`src/rtl/neopixel_rx.sv`:
```
// neopixel_rx: single-wire NeoPixel (WS2812/WS2811) receiver on the 20 MHz neoClk domain.
// Synchronizes the NRZ line, measures high times to decode 24-bit pixel words, and writes
// each completed word to a downstream FIFO through a dOut/wr_en/full_flg handshake.
// Latch gaps, pixels per frame, malformed bits and dropped words are reported.
// Optional feature macro: NEO_RX_FWD_EN builds a repeater on neo_fwd_out that strips the
// first pixel of every frame. Without it neo_fwd_out is tied low.

`default_nettype none

module neopixel_rx #(
    parameter int THRESH_CYC = 12,
    parameter int MIN_HI_CYC = 3,
    parameter int MAX_HI_CYC = 20,
    parameter int LATCH_CYC  = 1000
) (
    input  logic        clk,
    input  logic        sys_rst,
    input  logic        mode,
    input  logic        neo_rx_in,
    input  logic        full_flg,
    input  logic        clr_flg,
    output logic [23:0] dOut,
    output logic        wr_en,
    output logic        latch_pulse,
    output logic [9:0]  pixel_cnt,
    output logic        err_flg,
    output logic        ovf_flg,
    output logic        neo_fwd_out
);

    localparam int              LO_W     = $clog2(LATCH_CYC + 1);
    localparam logic [LO_W-1:0] LATCH_L  = LO_W'(LATCH_CYC);
    localparam logic [LO_W-1:0] LO_ONE   = LO_W'(1);
    localparam logic [10:0]     THRESH_B = 11'(THRESH_CYC);
    localparam logic [10:0]     MIN_B    = 11'(MIN_HI_CYC);
    localparam logic [10:0]     MAX_B    = 11'(MAX_HI_CYC);
    localparam logic [10:0]     HI_SAT   = 11'h7FF;
    localparam logic [9:0]      PIX_SAT  = 10'h3FF;

    typedef enum logic [1:0] {
        WAIT_LATCH = 2'd0,
        IDLE       = 2'd1,
        HIGH       = 2'd2,
        LOW        = 2'd3
    } state_t;

    state_t          state;
    state_t          state_nxt;

    logic            sync1;
    logic            sync2;
    logic            sync3;
    logic            line_rise;
    logic            line_fall;

    logic            mode_q;
    logic [10:0]     thresh_s;
    logic [10:0]     min_s;
    logic [10:0]     max_s;

    logic [10:0]     hi_cnt;
    logic [10:0]     hi_next;
    logic [LO_W-1:0] lo_cnt;
    logic [LO_W-1:0] lo_next;
    logic [4:0]      bit_cnt;
    logic [22:0]     word_sr;

    logic            ev_err;
    logic            ev_shift;
    logic            ev_latch;
    logic            bit_val;
    logic            word_done;
    logic            partial_err;

    assign line_rise = sync2 & ~sync3;
    assign line_fall = ~sync2 & sync3;

    // 400 kHz mode doubles every pulse-width limit; the latch gap stays fixed
    assign thresh_s = mode_q ? {THRESH_B[9:0], 1'b0} : THRESH_B;
    assign min_s    = mode_q ? {MIN_B[9:0], 1'b0}    : MIN_B;
    assign max_s    = mode_q ? {MAX_B[9:0], 1'b0}    : MAX_B;

    // hi_next is the high time including the current clock, so at the falling edge
    // it equals the number of clocks the synchronized line was high
    assign hi_next = (hi_cnt == HI_SAT) ? hi_cnt : hi_cnt + 11'd1;
    assign lo_next = (lo_cnt == LATCH_L) ? lo_cnt : lo_cnt + LO_ONE;

    assign bit_val     = (hi_next >= thresh_s);
    assign word_done   = ev_shift && (bit_cnt == 5'd23);
    assign partial_err = ev_latch && (bit_cnt != 5'd0);

    // Two-flop synchronizer plus a third stage that supplies the previous level for edge detection
    always_ff @(posedge clk or negedge sys_rst) begin
        if (!sys_rst) begin
            sync1 <= 1'b0;
            sync2 <= 1'b0;
            sync3 <= 1'b0;
        end else begin
            sync1 <= neo_rx_in;
            sync2 <= sync1;
            sync3 <= sync2;
        end
    end

    // State register; reset lands in WAIT_LATCH so decoding only starts on a word boundary
    always_ff @(posedge clk or negedge sys_rst) begin
        if (!sys_rst) begin
            state <= WAIT_LATCH;
        end else begin
            state <= state_nxt;
        end
    end

    // Next-state logic
    always_comb begin
        state_nxt = state;
        case (state)
            WAIT_LATCH: begin
                if (!sync2 && (lo_next == LATCH_L)) begin
                    state_nxt = IDLE;
                end
            end
            IDLE: begin
                if (line_rise) begin
                    state_nxt = HIGH;
                end
            end
            HIGH: begin
                if (ev_err) begin
                    state_nxt = WAIT_LATCH;
                end else if (line_fall) begin
                    state_nxt = LOW;
                end
            end
            LOW: begin
                if (line_rise) begin
                    state_nxt = HIGH;
                end else if (ev_latch) begin
                    state_nxt = IDLE;
                end
            end
            default: state_nxt = WAIT_LATCH;
        endcase
    end

    // Decode per-state events: malformed pulse, bit shift, latch gap reached
    always_comb begin
        ev_err   = 1'b0;
        ev_shift = 1'b0;
        ev_latch = 1'b0;
        case (state)
            HIGH: begin
                if (line_fall) begin
                    if ((hi_next < min_s) || (hi_next > max_s)) begin
                        ev_err = 1'b1;
                    end else begin
                        ev_shift = 1'b1;
                    end
                end else if (hi_next > max_s) begin
                    ev_err = 1'b1;
                end
            end
            LOW: begin
                if (!line_rise && (lo_next == LATCH_L)) begin
                    ev_latch = 1'b1;
                end
            end
            default: begin
                ev_err   = 1'b0;
                ev_shift = 1'b0;
                ev_latch = 1'b0;
            end
        endcase
    end

    // Mode is only picked up between frames so a frame never mixes bit timings
    always_ff @(posedge clk or negedge sys_rst) begin
        if (!sys_rst) begin
            mode_q <= 1'b0;
        end else if ((state == WAIT_LATCH) || (state == IDLE)) begin
            mode_q <= mode;
        end
    end

    // High-time and low-time counters
    always_ff @(posedge clk or negedge sys_rst) begin
        if (!sys_rst) begin
            hi_cnt <= 11'd0;
            lo_cnt <= '0;
        end else begin
            case (state)
                WAIT_LATCH: begin
                    hi_cnt <= 11'd0;
                    lo_cnt <= sync2 ? '0 : lo_next;
                end
                IDLE: begin
                    hi_cnt <= 11'd0;
                    lo_cnt <= '0;
                end
                HIGH: begin
                    hi_cnt <= hi_next;
                    lo_cnt <= '0;
                end
                LOW: begin
                    if (line_rise) begin
                        hi_cnt <= 11'd0;
                    end
                    lo_cnt <= lo_next;
                end
                default: begin
                    hi_cnt <= 11'd0;
                    lo_cnt <= '0;
                end
            endcase
        end
    end

    // Assemble the word MSB first; errors and latch gaps throw away a partial word
    always_ff @(posedge clk or negedge sys_rst) begin
        if (!sys_rst) begin
            word_sr <= 23'd0;
            bit_cnt <= 5'd0;
        end else if (ev_err || ev_latch) begin
            bit_cnt <= 5'd0;
        end else if (ev_shift) begin
            word_sr <= {word_sr[21:0], bit_val};
            bit_cnt <= word_done ? 5'd0 : bit_cnt + 5'd1;
        end
    end

    // Registered FIFO write, latch strobe and per-frame pixel count
    always_ff @(posedge clk or negedge sys_rst) begin
        if (!sys_rst) begin
            dOut        <= 24'd0;
            wr_en       <= 1'b0;
            latch_pulse <= 1'b0;
            pixel_cnt   <= 10'd0;
        end else begin
            wr_en       <= word_done && !full_flg;
            latch_pulse <= ev_latch;
            if (word_done && !full_flg) begin
                dOut <= {word_sr, bit_val};
            end
            if (ev_latch) begin
                pixel_cnt <= 10'd0;
            end else if (word_done && (pixel_cnt != PIX_SAT)) begin
                pixel_cnt <= pixel_cnt + 10'd1;
            end
        end
    end

    // Sticky flags; a set event in the same cycle as clr_flg keeps the flag set
    always_ff @(posedge clk or negedge sys_rst) begin
        if (!sys_rst) begin
            err_flg <= 1'b0;
            ovf_flg <= 1'b0;
        end else begin
            if (ev_err || partial_err) begin
                err_flg <= 1'b1;
            end else if (clr_flg) begin
                err_flg <= 1'b0;
            end
            if (word_done && full_flg) begin
                ovf_flg <= 1'b1;
            end else if (clr_flg) begin
                ovf_flg <= 1'b0;
            end
        end
    end

`ifdef NEO_RX_FWD_EN
    logic       fwd_gate;
    logic [1:0] fwd_dly;

    // Open the repeater gate once the first pixel has been consumed (line is low then)
    always_ff @(posedge clk or negedge sys_rst) begin
        if (!sys_rst) begin
            fwd_gate <= 1'b0;
        end else if (ev_latch || ev_err) begin
            fwd_gate <= 1'b0;
        end else if (word_done && (pixel_cnt == 10'd0)) begin
            fwd_gate <= 1'b1;
        end
    end

    // Gate at the delay-line input so the tail of the stripped pixel never leaks out
    always_ff @(posedge clk or negedge sys_rst) begin
        if (!sys_rst) begin
            fwd_dly     <= 2'b00;
            neo_fwd_out <= 1'b0;
        end else begin
            fwd_dly     <= {fwd_dly[0], sync2 & fwd_gate};
            neo_fwd_out <= fwd_dly[1];
        end
    end
`else
    assign neo_fwd_out = 1'b0;
`endif

endmodule

`default_nettype wire

```
`config.mk`:
```
export PLATFORM = sky130hd
export DESIGN_NAME = neopixel_rx
export DESIGN_NICKNAME = d
export VERILOG_FILES = /design/src/rtl/neopixel_rx.sv
export SDC_FILE = /design/constraint.sdc
export NUM_CORES = 1
export LEC_CHECK = 0
export ABC_AREA = 0
export CAP_MARGIN = 20
export CORE_MARGIN = 5
export CORE_UTILIZATION = 60
export DETAILED_ROUTE_END_ITERATION = 6
export PLACE_DENSITY = 0.81
export SYNTH_ARGS = -nofsm -noshare
export SYNTH_HDL_FRONTEND = slang
export SYNTH_SLANG_ARGS = --single-unit
```
`constraint.sdc`:
```
create_clock -name clk -period 6.6 [get_ports clk]
set_clock_uncertainty 0.05 [all_clocks]
set_input_delay 0.99 -clock clk [delete_from_list [all_inputs] [get_ports clk]]
set_output_delay 0.99 -clock clk [all_outputs]
set_load 0.05 [all_outputs]
```
==> impl_metrics.sql <==
INSERT INTO impl_metrics (metric_group, metric, value, unit) VALUES
('placement', 'io_buffers', '43', ''),
('worst_setup_path', 'cp_data_required_time', '6800', 'ps'),
('yosys', 'synth_commonest_cells', 'sky130_fd_sc_hd__nand2_1 (96), sky130_fd_sc_hd__dfrtp_1 (93), sky130_fd_sc_hd__nor2_1 (28), sky130_fd_sc_hd__mux2_4 (20), sky130_fd_sc_hd__a21oi_1 (16)', ''),
('timing', 'fin_setup_tns', '0', 'ps'),
('yosys', 'asyncSetResetFlopFracSynth', '1.00', ''),
('floorplanning', 'core', '7770', 'µm²'),
('drt', 'routed_wirelength', '9430', 'µm'),
('worst_setup_path', 'arrival', '4430', 'ps'),
('clock_network', 'post_cts_setup_buffer_count', '0', ''),
('timing', 'setup_viol', '0', ''),
('power_and_ir_drop', 'cellPowerDensity', '177', 'nW/µm²'),
('placement', 'place_congestion', '0.924', ''),
('floorplanning', 'placementRows', '32', ''),
('placement', 'dpl.hpwl', '6620', 'µm'),
('floorplanning', 'floorplan.initialDensity', '0.620', ''),
('power_and_ir_drop', 'max-vdd-ir-drop', '107', 'µV'),
('clock_network', 'h-tree-depth', '3', ''),
('cells_and_area', 'num_antenna_cells', '0', ''),
('worst_setup_path', 'cp_max_fo', '27', ''),
('power_and_ir_drop', 'cell_internal_pwr', '0.721', 'mW'),
('grt', 'via_count_of_the_first_global_routing_pass', '3439', ''),
('power_and_ir_drop', 'power.combinational.fraction', '0.032', ''),
('yosys', 'yosys-top-cells-area', 'sky130_fd_sc_hd__dfrtp_1 (48%), sky130_fd_sc_hd__nand2_1 (7.5%), sky130_fd_sc_hd__mux2_4 (6.2%)', ''),
('yosys', 'yosys_register_bits', '93', ''),
('timing', 'postLayoutSetupSlackWorst', '2370', 'ps'),
('power_and_ir_drop', 'power_frac_seq', '0.603', ''),
('cells_and_area', 'nets', '519', ''),
('cells_and_area', 'sequential_cell_area', '2330', 'µm²'),
('timing', 'final_period_minus_worst_setup_slack', '4230', 'ps'),
('timing', 'report.final.hold_viol_count', '0', ''),
('clock_network', 'clock_path_buffers', '2', ''),
('timing', 'slew_violations', '0', ''),
('clock_network', 'clk_pin_slew_worst_paths', '100', 'ps'),
('clock_network', 'cts_tree', 'done', ''),
('yosys', 'synth.most_common_cell', 'sky130_fd_sc_hd__nand2_1', ''),
('drt', 'count_of_unresolved_drc_violations_after_routing', '0', ''),
('worst_setup_path', 'crit_start', 'hi_cnt[0]', ''),
('clock_network', 'clock-sinks', '93', ''),
('yosys', 'synthCells', '467', ''),
('drt', 'detailed_router_s_first_iteration_violation_count', '189', ''),
('clock_network', 'postCtsHoldBufs', '0', ''),
('worst_setup_path', 'worst_setup_end_kind', 'flop', ''),
('worst_setup_path', 'worst_setup_start_kind', 'flop', ''),
('yosys', 'synth_top_flop_cell', 'sky130_fd_sc_hd__dfrtp_1', ''),
('drt', 'avgRoutedWirePerCell', '15.5', 'µm'),
('drt', 'detail_route.vias_per_cell', '5.78', ''),
('drt', 'via_count', '3515', ''),
('floorplanning', 'i_o_pin_cnt', '45', ''),
('worst_setup_path', 'regToRegStartpoint', 'hi_cnt[0]', ''),
('yosys', 'synth.cell_area', '4820', 'µm²'),
('floorplanning', 'die-height', '99.6', 'µm'),
('power_and_ir_drop', 'p_leak', '2.50', 'nW'),
('timing', 'grt_setup_unrepaired', 'false', ''),
('clock_network', 'cts_resized', '0', ''),
('placement', 'pre_cts_slack', '2400', 'ps'),
('grt', 'grt_start_max_net_pins', '80', ''),
('yosys', 'yosys.area.top_type_share', '0.483', ''),
('cells_and_area', 'final_layout_size_suffix_gt1_frac', '0.105', ''),
('power_and_ir_drop', 'switching_share', '0.245', ''),
('drt', 'postRouteAntennaNets', '0', ''),
('grt', 'groute.usage.overall', '0.198', ''),
('grt', 'grt-ovfl-total', '0', ''),
('timing', 'tightest_slew', '976', 'ps'),
('clock_network', 'tritoncts.num_buffers', '9', ''),
('timing', 'fmaxAchievable', '0.236', 'GHz'),
('cells_and_area', 'multiInputGateArea', '2270', 'µm²'),
('clock_network', 'worst_skew_pair.late_latency', '360', 'ps'),
('drt', 'drt_first_pass_iters', '5', ''),
('clock_network', 'clock_root_buffer_master', 'sky130_fd_sc_hd__clkbuf_8', ''),
('run_status', 'result_of_the_run', 'finished clean', ''),
('min_path', 'hold_path.startpoint', 'sync1', '');
-- cells in the final DEF (no fill, tap or decap), drive strengths merged, types with 7 or more instances in the layout --
| master | count |
|---|---|
| xnor2 | 11 |
| clkbuf | 10 |
| inv | 16 |
| clkdlybuf4s50 | 42 |
| and3 | 7 |
| dfrtp | 93 |
| mux2 | 27 |
| a211oi | 8 |
| nor2 | 28 |
| nand4 | 9 |
| nor2b | 9 |
| a21oi | 16 |
| nand3 | 14 |
| nand2b | 7 |
| o21ai | 10 |
| nand2 | 96 |
| ha | 12 |
-- through the flow --
stage	hold WS [ps]	power [mW]	utilization	instance area, µm²	instances
6_report	307	0.956	0.697	5410	608
3_3_place_gp	286	0.617	0.674	5240	592
2_1_floorplan	281	0.601	-	4820	467
3_5_place_dp	289	0.618	0.674	5240	592
5_1_grt	326	0.996	0.697	5410	608
4_1_cts	309	0.964	0.697	5410	608
-- final cells by class --
| cell class | instances | area share |
|---|---|---|
| multi-input cells | 335 | 0.419 |
| well taps | 102 | 0.0236 |
| inverters | 14 | 0.00971 |
| clock buffers | 10 | 0.0236 |
| clock inverters | 6 | 0.00855 |
| repair buffers | 48 | 0.0860 |
| flip-flops and latches | 93 | 0.430 |
-- critical path, cell delays in order, from the launching register on --
cell                        delay, ps
sky130_fd_sc_hd__dfrtp_1          470
sky130_fd_sc_hd__ha_1             250
sky130_fd_sc_hd__and2_1           290
sky130_fd_sc_hd__a21oi_1          110
sky130_fd_sc_hd__a21oi_1          430
sky130_fd_sc_hd__ha_1             360
sky130_fd_sc_hd__and4b_1          270
sky130_fd_sc_hd__a221o_1          160
sky130_fd_sc_hd__nand3_1          200
sky130_fd_sc_hd__a2111oi_4        250
sky130_fd_sc_hd__buf_4            330
sky130_fd_sc_hd__and3_1           200
sky130_fd_sc_hd__buf_4            370
sky130_fd_sc_hd__mux2_1           370
-- cells by family after synthesis --
logic type | count (synthesis) | synth area share
flops | 93 | 0.483
other cells | 1 | 0.000778
xor+xnor | 14 | 0.0255
compound gates | 73 | 0.116
mux | 33 | 0.0912
simple gates | 202 | 0.204
fa+ha+maj | 12 | 0.0312
buf+inv | 39 | 0.0478
-- routing by layer --
metal  track usage  wire (µm)
met1         0.251       4020
met2         0.339       4830
met3        0.0273        448
met4        0.0872        129
met5             0          0
-- power by group through the flow --
stage | clock network, mW | registers, mW | logic (mW)
floorplan | 0 | 0.586 | 0.0148
global placement | 0 | 0.587 | 0.0303
detailed placement | 0 | 0.587 | 0.0311
CTS | 0.357 | 0.576 | 0.0311
global route | 0.384 | 0.577 | 0.0353
finish | 0.350 | 0.576 | 0.0303
-- flip-flops by register name, summed over array words and instances, names as in the netlist, 2 cells and up --
signal,cells
word_sr,23
lo_cnt,10
bit_cnt,5
hi_cnt,11
dOut,24
state,2
pixel_cnt,10
-- final timing paths --
kind / end / slack [ps] / depth (start not counted)
worst min register to register: sync2 / 310 / 0
max in group asynchronous: dOut[12] / 4880 / 2
worst max register to register: dOut[10] / 2370 / 13
worst min-delay path: sync2 / 310 / 0
min in group asynchronous: dOut[19] / 410 / 1
worst max-delay path: dOut[10] / 2370 / 13
No activity file was read; power rests on OpenSTA's default activity.
